==> src/rtl/encoder_pri_rr.sv <==
// encoder_pri_rr: registered N-to-W request encoder with valid/ready handshake.
// Modes: fixed priority (highest index wins) or round-robin from rr_ptr.
// Ports:
//   clk, rst        - rising-edge clock, synchronous active-high reset
//   req_i [N-1:0]   - request vector, bit k is index k
//   mode_i          - 0 fixed priority, 1 round-robin (sampled at capture)
//   in_valid/ready  - upstream handshake
//   out_code [W-1:0]- encoded winner index
//   out_none        - captured vector was all zeros
//   out_valid/ready - downstream handshake
//   out_err         - (ENCODER_PRI_RR_ONEHOT_ERR_EN only) two or more bits set
// Optional feature macro: ENCODER_PRI_RR_ONEHOT_ERR_EN
module encoder_pri_rr #(
    parameter int N = 8,
    parameter int W = 3
) (
    input  logic         clk,
    input  logic         rst,
    input  logic [N-1:0] req_i,
    input  logic         mode_i,
    input  logic         in_valid,
    output logic         in_ready,
    output logic [W-1:0] out_code,
    output logic         out_none,
    output logic         out_valid,
    input  logic         out_ready
`ifdef ENCODER_PRI_RR_ONEHOT_ERR_EN
    ,
    output logic         out_err
`endif
);

    logic [W-1:0] rr_ptr;
    logic [W-1:0] fix_code;
    logic [W-1:0] rr_code;
    logic [W-1:0] rr_next;
    logic [W-1:0] sel_code;
    logic         any_req;
    logic         capture;

    assign any_req  = |req_i;
    assign in_ready = !out_valid || out_ready;
    assign capture  = in_valid && in_ready;

    // Fixed priority: later (higher) indices overwrite earlier ones.
    always_comb begin
        fix_code = '0;
        for (int k = 0; k < N; k++) begin
            if (req_i[k]) fix_code = W'(k);
        end
    end

    // Round-robin: scan upward from rr_ptr, wrapping at N (not 2^W).
    always_comb begin
        logic found;
        int   j;
        found   = 1'b0;
        j       = 0;
        rr_code = '0;
        for (int i = 0; i < N; i++) begin
            j = int'(rr_ptr) + i;
            if (j >= N) j = j - N;
            if (!found && req_i[j]) begin
                found   = 1'b1;
                rr_code = W'(j);
            end
        end
    end

    assign rr_next  = (rr_code == W'(N - 1)) ? '0 : rr_code + 1'b1;
    assign sel_code = mode_i ? rr_code : fix_code;

`ifdef ENCODER_PRI_RR_ONEHOT_ERR_EN
    // Clearing the lowest set bit leaves something only if 2+ bits were set.
    logic multi;
    assign multi = |(req_i & (req_i - 1'b1));
`endif

    always_ff @(posedge clk) begin
        if (rst) begin
            out_valid <= 1'b0;
            out_code  <= '0;
            out_none  <= 1'b0;
            rr_ptr    <= '0;
`ifdef ENCODER_PRI_RR_ONEHOT_ERR_EN
            out_err   <= 1'b0;
`endif
        end else begin
            if (capture) begin
                out_valid <= 1'b1;
                out_code  <= any_req ? sel_code : '0;
                out_none  <= !any_req;
`ifdef ENCODER_PRI_RR_ONEHOT_ERR_EN
                out_err   <= multi;
`endif
                // A zero vector leaves the pointer where it was.
                if (mode_i && any_req) rr_ptr <= rr_next;
            end else if (out_ready) begin
                out_valid <= 1'b0;
            end
        end
    end

endmodule
==> config.mk <==
export PLATFORM = sky130hd
export DESIGN_NAME = encoder_pri_rr
export DESIGN_NICKNAME = d
export VERILOG_FILES = /design/src/rtl/encoder_pri_rr.sv
export SDC_FILE = /design/constraint.sdc
export NUM_CORES = 1
export LEC_CHECK = 0
export BUFFER_PORTS_ARGS = -buffer_cell sky130_fd_sc_hd__buf_4
export CORE_MARGIN = 2
export CORE_UTILIZATION = 50
export CTS_BUF_LIST = sky130_fd_sc_hd__clkbuf_16
export CTS_CLUSTER_SIZE = 12
export DETAILED_ROUTE_END_ITERATION = 10
export MAX_ROUTING_LAYER = met4
export PLACE_DENSITY = 0.77
export SYNTH_ARGS = -nofsm -noshare
export SYNTH_HDL_FRONTEND = slang
export SYNTH_SLANG_ARGS = --single-unit
export TNS_END_PERCENT = 10
==> constraint.sdc <==
create_clock -name clk -period 7 [get_ports clk]
set_input_delay 0.35 -clock clk [delete_from_list [all_inputs] [get_ports clk]]
set_output_delay 0.35 -clock clk [all_outputs]
set_load 0.01 [all_outputs]
==> results of run 1 <==
==> stage by stage <==
step / utilization / setup slack (ns) / hold slack, ns / instances
floorplan: - / 3.80 / 0.479 / 161
global placement: 0.557 / 2.96 / 0.482 / 197
detailed placement: 0.557 / 2.78 / 0.492 / 197
CTS: 0.584 / 2.72 / 0.354 / 200
global route: 0.584 / 2.40 / 0.370 / 200
finish: 0.584 / 2.71 / 0.354 / 200
==> routing by layer <==
layer / vias to the layer above / track usage / part of all wire
li1: 634 / - / -
met1: 648 / 0.297 / 0.40
met2: 57 / 0.420 / 0.52
met3: 13 / 0.0227 / 0.051
met4: 0 / 0.120 / 0.032
met5: - / - / 0
==> state kept, by name, indices dropped and copies added, names as in the netlist <==
register / cells
out_valid: 1
out_code: 3
rr_ptr: 3
out_none: 1
==> logic make-up (layout without fill, tap and decap cells) <==
family,Yosys count,count (layout),share of synthesized area
DFF,8,8,0.113
AOI/OAI and AO/OA,49,49,0.253
and+or+nand+nor,42,42,0.149
adders and majority gates,4,4,0.0352
buffers and inverters,24,32,0.0835
xor gates and xnor gates,3,3,0.0317
muxes,31,31,0.335
==> layout make-up <==
type | instances | area [um2] | share of cell area
timing repair buffer | 19 | 143 | 0.0893
tap | 31 | 38.8 | 0.0243
clock buffer | 3 | 75.1 | 0.0470
sequential | 8 | 160 | 0.100
multi-input combinational | 129 | 1140 | 0.716
inverter | 10 | 37.5 | 0.0235
==> report_power, final <==
group	switching [uW]	leakage [uW]	internal, uW
clock	23.0	0.0000370	73.7
combinational	157	0.000487	136
sequential	13.5	0.0000658	52.7
==> synthesized netlist by cell type (all sizes together), types with 2 or more instances <==
cell type   n  area, um2
nand3       3       15.0
nand2      15       56.3
o211ai      3       27.5
buf        12       72.6
a21o        2       15.0
nor3        3       15.0
mux2        3       33.8
xor2        2       17.5
o21a        3       22.5
a32o        3       31.3
mux4       13        293
clkbuf      2       8.75
a32oi       2       17.5
o221ai      2       23.8
inv        10       37.5
a211o       3       26.3
nand3b      3       22.5
mux2i      15        150
o21ai       8       40.0
ha          4       50.1
nor2       10       45.0
nand2b      3       18.8
a21oi      13       65.1
dfxtp       8        160
==> final timing paths <==
kind | startpoint | end | slack, ns | depth (start not counted)
setup / recovery | rr_ptr[0]$_SDFFE_PP0P_ | rr_ptr[0]$_SDFFE_PP0P_ | 2.71 | 13
hold / removal | rst | out_valid$_SDFFE_PP0P_ | 0.35 | 2
setup reg to reg | rr_ptr[0]$_SDFFE_PP0P_ | rr_ptr[0]$_SDFFE_PP0P_ | 2.71 | 13
hold reg to reg | out_none$_SDFFE_PP0P_ | out_none$_SDFFE_PP0P_ | 0.49 | 2
==> PnR_summary.wiki, run 1 <==
{| class="wikitable"
! Metric !! Value
|-
| Ys Warns || 0
|-
| Overall power || 456 uW
|-
| Overall fraction of global-route tracks in use || 0.249
|-
| Area of the core || 0.00273 mm2
|-
| Worst min path class || in -> reg
|-
| Commonest non-fill, non-tap cell in the layout || buf_4
|-
| Cell type of the slowest stage on the worst timing path || dfxtp_1
|-
| Clk sinks || 8
|-
| Post-synthesis register bit count || 8
|-
| Final worst path period share || 0.613
|-
| Required time at the worst-slack endpoint || 7.18 ns
|-
| DRT Pass-1 Iters || 4
|-
| Final #Nets || 188
|-
| Max H-tree Level || 1
|-
| Number of pins exceeding their max-slew limit in the final report || 0
|-
| Iteration-0 DRC Markers || 78
|-
| Routed wirelength normalized by instance count || 18.4 um
|-
| Critical path class || reg -> reg
|-
| Total negative setup slack || 0 ns
|-
| Vias || 1352
|-
| TritonCTS clock tree || done
|-
| Sequential element share of the synthesized area || 0.113
|-
| Final count of hold timing violations || 0
|-
| Remaining routing DRC violations || 0
|-
| Combined area of all synthesized cells || 0.00142 mm2
|-
| Post-detailed-placement half-perimeter wirelength || 2760 um
|-
| Number of antenna violations at the first check in global routing || 0
|-
| Via count of the first global-routing pass || 1359
|-
| Weighted congestion reported at the end of routability-driven placement || 0.995
|-
| Cell at the root of the clock tree || clkbuf_16
|-
| RSZ-0062 raised after global routing || false
|-
| CP peak stage delay || 0.88 ns
|-
| Number of port buffers || 18
|-
| Final instance area || 0.00160 mm2
|-
| Clock latency on the worst-skew pair || 0.23 ns
|-
| Signed area change from the synthesized netlist to the final layout || 12.3%
|-
| Power Dens Cells || 285 mW/mm2
|-
| Status || finished clean
|-
| Buffers inserted during post-CTS setup optimization || 0
|-
| Total setup violations reported at the end of the flow || 0
|-
| Global route total overflow || 0
|-
| Transition at the pin with the smallest max-transition slack || 0.865 ns
|-
| Leak pwr || 0.000590 uW
|-
| Pin count of the biggest net entering global routing || 20
|-
| Post-detailed-route count of antenna-violating nets || 0
|-
| Area of placed instances || 0.00152 mm2
|-
| Launching element type of the critical path || register
|-
| Filler cells || 227
|-
| Commonest non-fill, non-tap cells in the layout || buf_4, mux2i_1, nand2_1
|-
| CTS max path bufs || 2
|-
| Crit path arrival time || 4.47 ns
|-
| Clock period minus worst slack || 4.29 ns
|-
| Max-cap violation count || 0
|-
| Worst rel slew slack || 0.423
|-
| Cells along the critical path || inv_2 > ha_1 > mux2i_1 > mux4_2 > a32o_2 > and3_4 > a21oi_1 > a21oi_1 > ha_1 > ha_1 > nor3_1 > o211ai_1 > nand2_1
|-
| Avg Vias per Cell || 6.76
|-
| Leading register cell type out of synthesis || dfxtp_1
|-
| Category of cells accounting for the largest share of critical-path delay || adder cells
|-
| Height of the chip || 57.3 um
|-
| Highest ir drop seen on vdd || 0.215 mV
|-
| Cell with the most instances on the worst path || ha_1
|-
| Buffer and inverter count on the worst path || 1
|-
| Ports placed on the boundary || 19
|-
| Share of synthesized flip-flops with an asynchronous set or reset || 0
|-
| Synthesized area per cell || 8.84 um2
|-
| Wire length of the first global-routing pass || 6240 um
|-
| Type of destination of the critical path || register
|-
| Number of clock buffers inserted by TritonCTS || 3
|-
| CTS hold repair buffers || 0
|-
| Row Count || 19
|-
| Clock Skew || 0.00374 ns
|-
| Initial core utilization || 0.520
|-
| Number of antenna diodes || 0
|-
| Clock-pin slew of the registers on the worst-case setup and hold paths || 0.04 ns
|-
| Area of the die || 0.00329 mm2
|-
| Largest fanout on the critical path || 19
|-
| DIE WIDTH || 57.3 um
|-
| Post-synthesis net count || 178
|-
| Count of unique library cells instantiated by Yosys || 49
|-
| Share of final-layout standard cells stronger than drive strength 1 || 0.278
|-
| Number of gates resized after cts || 0
|-
| Cells after Synth || 161
|-
| Maximum clock frequency || 233 MHz
|-
| EDFF count, synth || 0
|-
| Total length of routed wires || 3680 um
|}
No activity file was read; power rests on OpenSTA's default activity.
==> run 2: changes to the inputs <==
--- a/config.mk
+++ b/config.mk
@@ -5,6 +5,7 @@
 export SDC_FILE = /design/constraint.sdc
 export NUM_CORES = 1
 export LEC_CHECK = 0
+export ABC_AREA = 1
 export BUFFER_PORTS_ARGS = -buffer_cell sky130_fd_sc_hd__buf_4
 export CORE_MARGIN = 2
 export CORE_UTILIZATION = 50
@@ -12,7 +13,7 @@
 export CTS_CLUSTER_SIZE = 12
 export DETAILED_ROUTE_END_ITERATION = 10
 export MAX_ROUTING_LAYER = met4
-export PLACE_DENSITY = 0.77
+export PLACE_DENSITY = 0.78
 export SYNTH_ARGS = -nofsm -noshare
 export SYNTH_HDL_FRONTEND = slang
 export SYNTH_SLANG_ARGS = --single-unit
==> constraint.sdc (replaced) <==
create_clock -name clk -period 4.2 [get_ports clk]
set_input_delay 0.21 -clock clk [delete_from_list [all_inputs] [get_ports clk]]
set_output_delay 0.21 -clock clk [all_outputs]
set_load 0.01 [all_outputs]
==> run 2 against run 1 <==
  * First-iteration DRC count shrank 27%
  * Synthesized area fell by 19%
  * Synthesized cell count up 17%
  * Total power increased by 36%
  * Clock skew fell by 0.0032 ns
  * Global-route usage is 1.5 points higher
  * Sequential share of layout area up 1.7 points
  * Die area fell by 18%
  * Wire length is 16% lower
  * Cell count is 18% higher
  * Clock power increased by 64%
==> PnR_summary.wiki, run 2 <==
{| class="wikitable"
! Metric !! Value
|-
| Via count of the first global-routing pass || 1228 (-9.6%)
|-
| Top cells by area in the synthesized netlist || nand2_1, dfxtp_1, nand3_1
|-
| Clock-pin slew of the registers on the worst-case setup and hold paths || 0.04 ns (about the same)
|-
| Leading register cell type out of synthesis || dfxtp_1
|-
| Critical register-to-register path startpoint || rr_ptr[0]$_SDFFE_PP0P_
|-
| Ys Warns || 0 (unchanged)
|-
| Most numerous cell in the Yosys netlist || nand2_1
|-
| Leak pwr || 0.000696 uW (+18%)
|-
| Share of synthesized flip-flops with an asynchronous set or reset || 0 (unchanged)
|-
| Final #Nets || 226 (+20%)
|-
| Hold Path Origin || rst
|-
| Number of antenna diodes || 0 (unchanged)
|-
| Commonest non-fill, non-tap cells in the layout || nand2_1, nand3_1, buf_4
|-
| Clk sinks || 8 (unchanged)
|-
| Number of pins exceeding their max-slew limit in the final report || 0 (unchanged)
|-
| Post-detailed-route count of antenna-violating nets || 0 (unchanged)
|-
| GR Util met2 || 0.464 (+0.0437)
|-
| Power Dens Cells || 452 mW/mm2 (+58%)
|-
| Max-cap violation count || 0 (unchanged)
|-
| Wire length of the first global-routing pass || 5240 um (-16%)
|-
| Crit path arrival time || 3.35 ns (-1.12 ns)
|-
| Overall fraction of global-route tracks in use || 0.264 (+0.0150)
|-
| Worst reg2reg path endpoint || rr_ptr[2]$_SDFFE_PP0P_
|-
| Met3 track demand over resource || 0.0345 (+0.0118)
|-
| Avg Vias per Cell || 5.60 (-17%)
|-
| DRT Pass-1 Iters || 5 (+1)
|-
| Routed wirelength normalized by instance count || 13.2 um (-28%)
|-
| Worst hold stages || 2 (unchanged)
|-
| Launching element type of the critical path || register
|-
| Post-synthesis register bit count || 8 (unchanged)
|-
| Cells after Synth || 189 (+17%)
|-
| Clock Skew || 0.000533 ns (-0.00321 ns)
|-
| Commonest non-fill, non-tap cell in the layout || nand2_1
|-
| Final count of hold timing violations || 0 (unchanged)
|-
| Combined area of all synthesized cells || 0.00115 mm2 (-19%)
|-
| Vias || 1317 (-2.6%)
|-
| Area of the die || 0.00270 mm2 (-18%)
|-
| TritonCTS clock tree || done
|-
| Type of destination of the critical path || register
|-
| Number of antenna violations at the first check in global routing || 0 (unchanged)
|-
| Number of port buffers || 18 (unchanged)
|-
| Required time at the worst-slack endpoint || 4.33 ns (-2.85 ns)
|-
| Total setup violations reported at the end of the flow || 0 (unchanged)
|-
| Cell at the root of the clock tree || clkbuf_16
|-
| Highest ir drop seen on vdd || 0.355 mV (+65%)
|-
| Buffers inserted during post-CTS setup optimization || 0 (unchanged)
|-
| Share of final-layout standard cells stronger than drive strength 1 || 0.266 (-0.0124)
|-
| Most congested layer reported by global routing || met2
|-
| Total length of routed wires || 3100 um (-16%)
|-
| Ports placed on the boundary || 19 (unchanged)
|-
| CTS hold repair buffers || 0 (unchanged)
|-
| Global route total overflow || 0 (unchanged)
|-
| Total negative setup slack || 0 ns (unchanged)
|-
| Util after Layout || 0.626 (+0.0415)
|-
| Height of the chip || 52.0 um (-9.3%)
|-
| DIE WIDTH || 52.0 um (-9.3%)
|-
| Signed area change from the synthesized netlist to the final layout || 19.0%
|-
| Number of clock buffers inserted by TritonCTS || 3 (unchanged)
|-
| Sequential element share of the synthesized area || 0.139 (+0.0264)
|-
| EDFF count, synth || 0 (unchanged)
|-
| Proportion of netlist area held by the largest area contributor || 0.182 (-0.0234)
|-
| Post-detailed-placement half-perimeter wirelength || 2450 um (-11%)
|-
| Hold endpoint || out_code[2]$_SDFFE_PP0P_
|-
| Post-synthesis net count || 206 (+16%)
|-
| Critical path class || reg -> reg
|-
| Registers with the highest flip-flop counts || out_code (3), rr_ptr (3)
|-
| Largest fanout on the critical path || 12 (-7)
|-
| Weighted congestion reported at the end of routability-driven placement || 0.950 (-4.5%)
|-
| Remaining routing DRC violations || 0 (unchanged)
|-
| Most common library cells after synthesis || nand2_1, nand3_1, inv_1
|-
| Clock latency on the worst-skew pair || 0.23 ns (about the same)
|-
| Min Hold Slack || 0.216 ns (-0.139 ns)
|-
| Number of gates resized after cts || 0 (unchanged)
|-
| Worst rel slew slack || 0.698 (+0.275)
|-
| Status || finished clean
|-
| Synthesized area per cell || 6.10 um2 (-31%)
|-
| Clock period minus worst slack || 3.22 ns (-1.07 ns)
|-
| Max H-tree Level || 1 (unchanged)
|-
| Initial core utilization || 0.526 (+0.00562)
|-
| Transition at the pin with the smallest max-transition slack || 0.453 ns (-0.412 ns)
|-
| Row Count || 17 (-2)
|-
| Maximum clock frequency || 311 MHz (+33%)
|-
| CTS max path bufs || 2 (unchanged)
|-
| Synth area leader || nand2_1
|-
| Pin count of the biggest net entering global routing || 13 (-35%)
|-
| Iteration-0 DRC Markers || 57 (-27%)
|-
| Final worst path period share || 0.767 (+0.153)
|-
| Register-to-Register Path Depth || 18 (+5)
|-
| Count of unique library cells instantiated by Yosys || 36 (-27%)
|-
| Area of the core || 0.00219 mm2 (-20%)
|-
| Worst-case register-to-register setup slack || 0.98 ns (-1.73 ns)
|-
| Met1 demand-to-capacity share in global routing || 0.291 (-0.00576)
|-
| RSZ-0062 raised after global routing || false
|-
| Worst min path class || in -> reg
|}
[run 2: layer usage]
layer	vias up	share of wire
met3	16	0.045
met2	56	0.50
met1	579	0.41
met5	-	0
met4	0	0.042
li1	666	-
[run 2: final cells by class]
| cell class | instances | area (um2) |
|---|---|---|
| timing repair buffer | 18 | 135 |
| multi-input combinational | 154 | 872 |
| fill | 197 | 820 |
| tap | 28 | 35.0 |
| sequential | 8 | 160 |
| inverter | 24 | 93.8 |
| clock buffer | 3 | 75.1 |
[run 2: metrics by stage]
step | instances | cell area (um2) | power [uW] | worst slack, ns
floorplan | 189 | 1150 | 380 | 1.61
global placement | 232 | 1300 | 444 | 1.22
detailed placement | 232 | 1300 | 454 | 1.13
CTS | 235 | 1370 | 617 | 1.01
global route | 235 | 1370 | 665 | 0.680
finish | 235 | 1370 | 620 | 0.981
[run 2: worst max-delay path: stages, from the launching register on]
cell	delay (ns)
dfxtp_1	0.56
inv_2	0.16
ha_1	0.42
inv_2	0.15
nand3_1	0.15
nand2_1	0.09
nand2_1	0.06
nand2_2	0.12
nor2_1	0.05
nand2_1	0.05
o21ai_0	0.08
a21oi_1	0.16
nand3_1	0.09
nor2_1	0.12
nand3_2	0.10
ha_1	0.22
ha_1	0.27
nor2_1	0.05
a211oi_1	0.22
[run 2: kinds of logic after synthesis]
family          count (synthesis)  synth area share
simple gates                  125             0.549
buf+inv                        27             0.104
compound gates                 22             0.128
flops                           8             0.139
fa+ha+maj                       4            0.0434
xor+xnor                        3            0.0358
[run 2: power breakdown]
| part | total, uW | internal, uW | switching (uW) |
|---|---|---|---|
| clock | 159 | 123 | 36.0 |
| combinational | 360 | 125 | 235 |
| sequential | 101 | 85.7 | 15.2 |
[run 2: worst max path at each step]
stage,endpoint,startpoint,cells past startpoint
2_1_floorplan,rr_ptr[2]$_SDFFE_PP0P_,rr_ptr[1]$_SDFFE_PP0P_,18
3_3_place_gp,rr_ptr[2]$_SDFFE_PP0P_,rr_ptr[0]$_SDFFE_PP0P_,18
3_5_place_dp,rr_ptr[2]$_SDFFE_PP0P_,rr_ptr[0]$_SDFFE_PP0P_,18
4_1_cts,rr_ptr[2]$_SDFFE_PP0P_,rr_ptr[0]$_SDFFE_PP0P_,18
5_1_grt,rr_ptr[2]$_SDFFE_PP0P_,rr_ptr[0]$_SDFFE_PP0P_,18
6_report,rr_ptr[2]$_SDFFE_PP0P_,rr_ptr[0]$_SDFFE_PP0P_,18
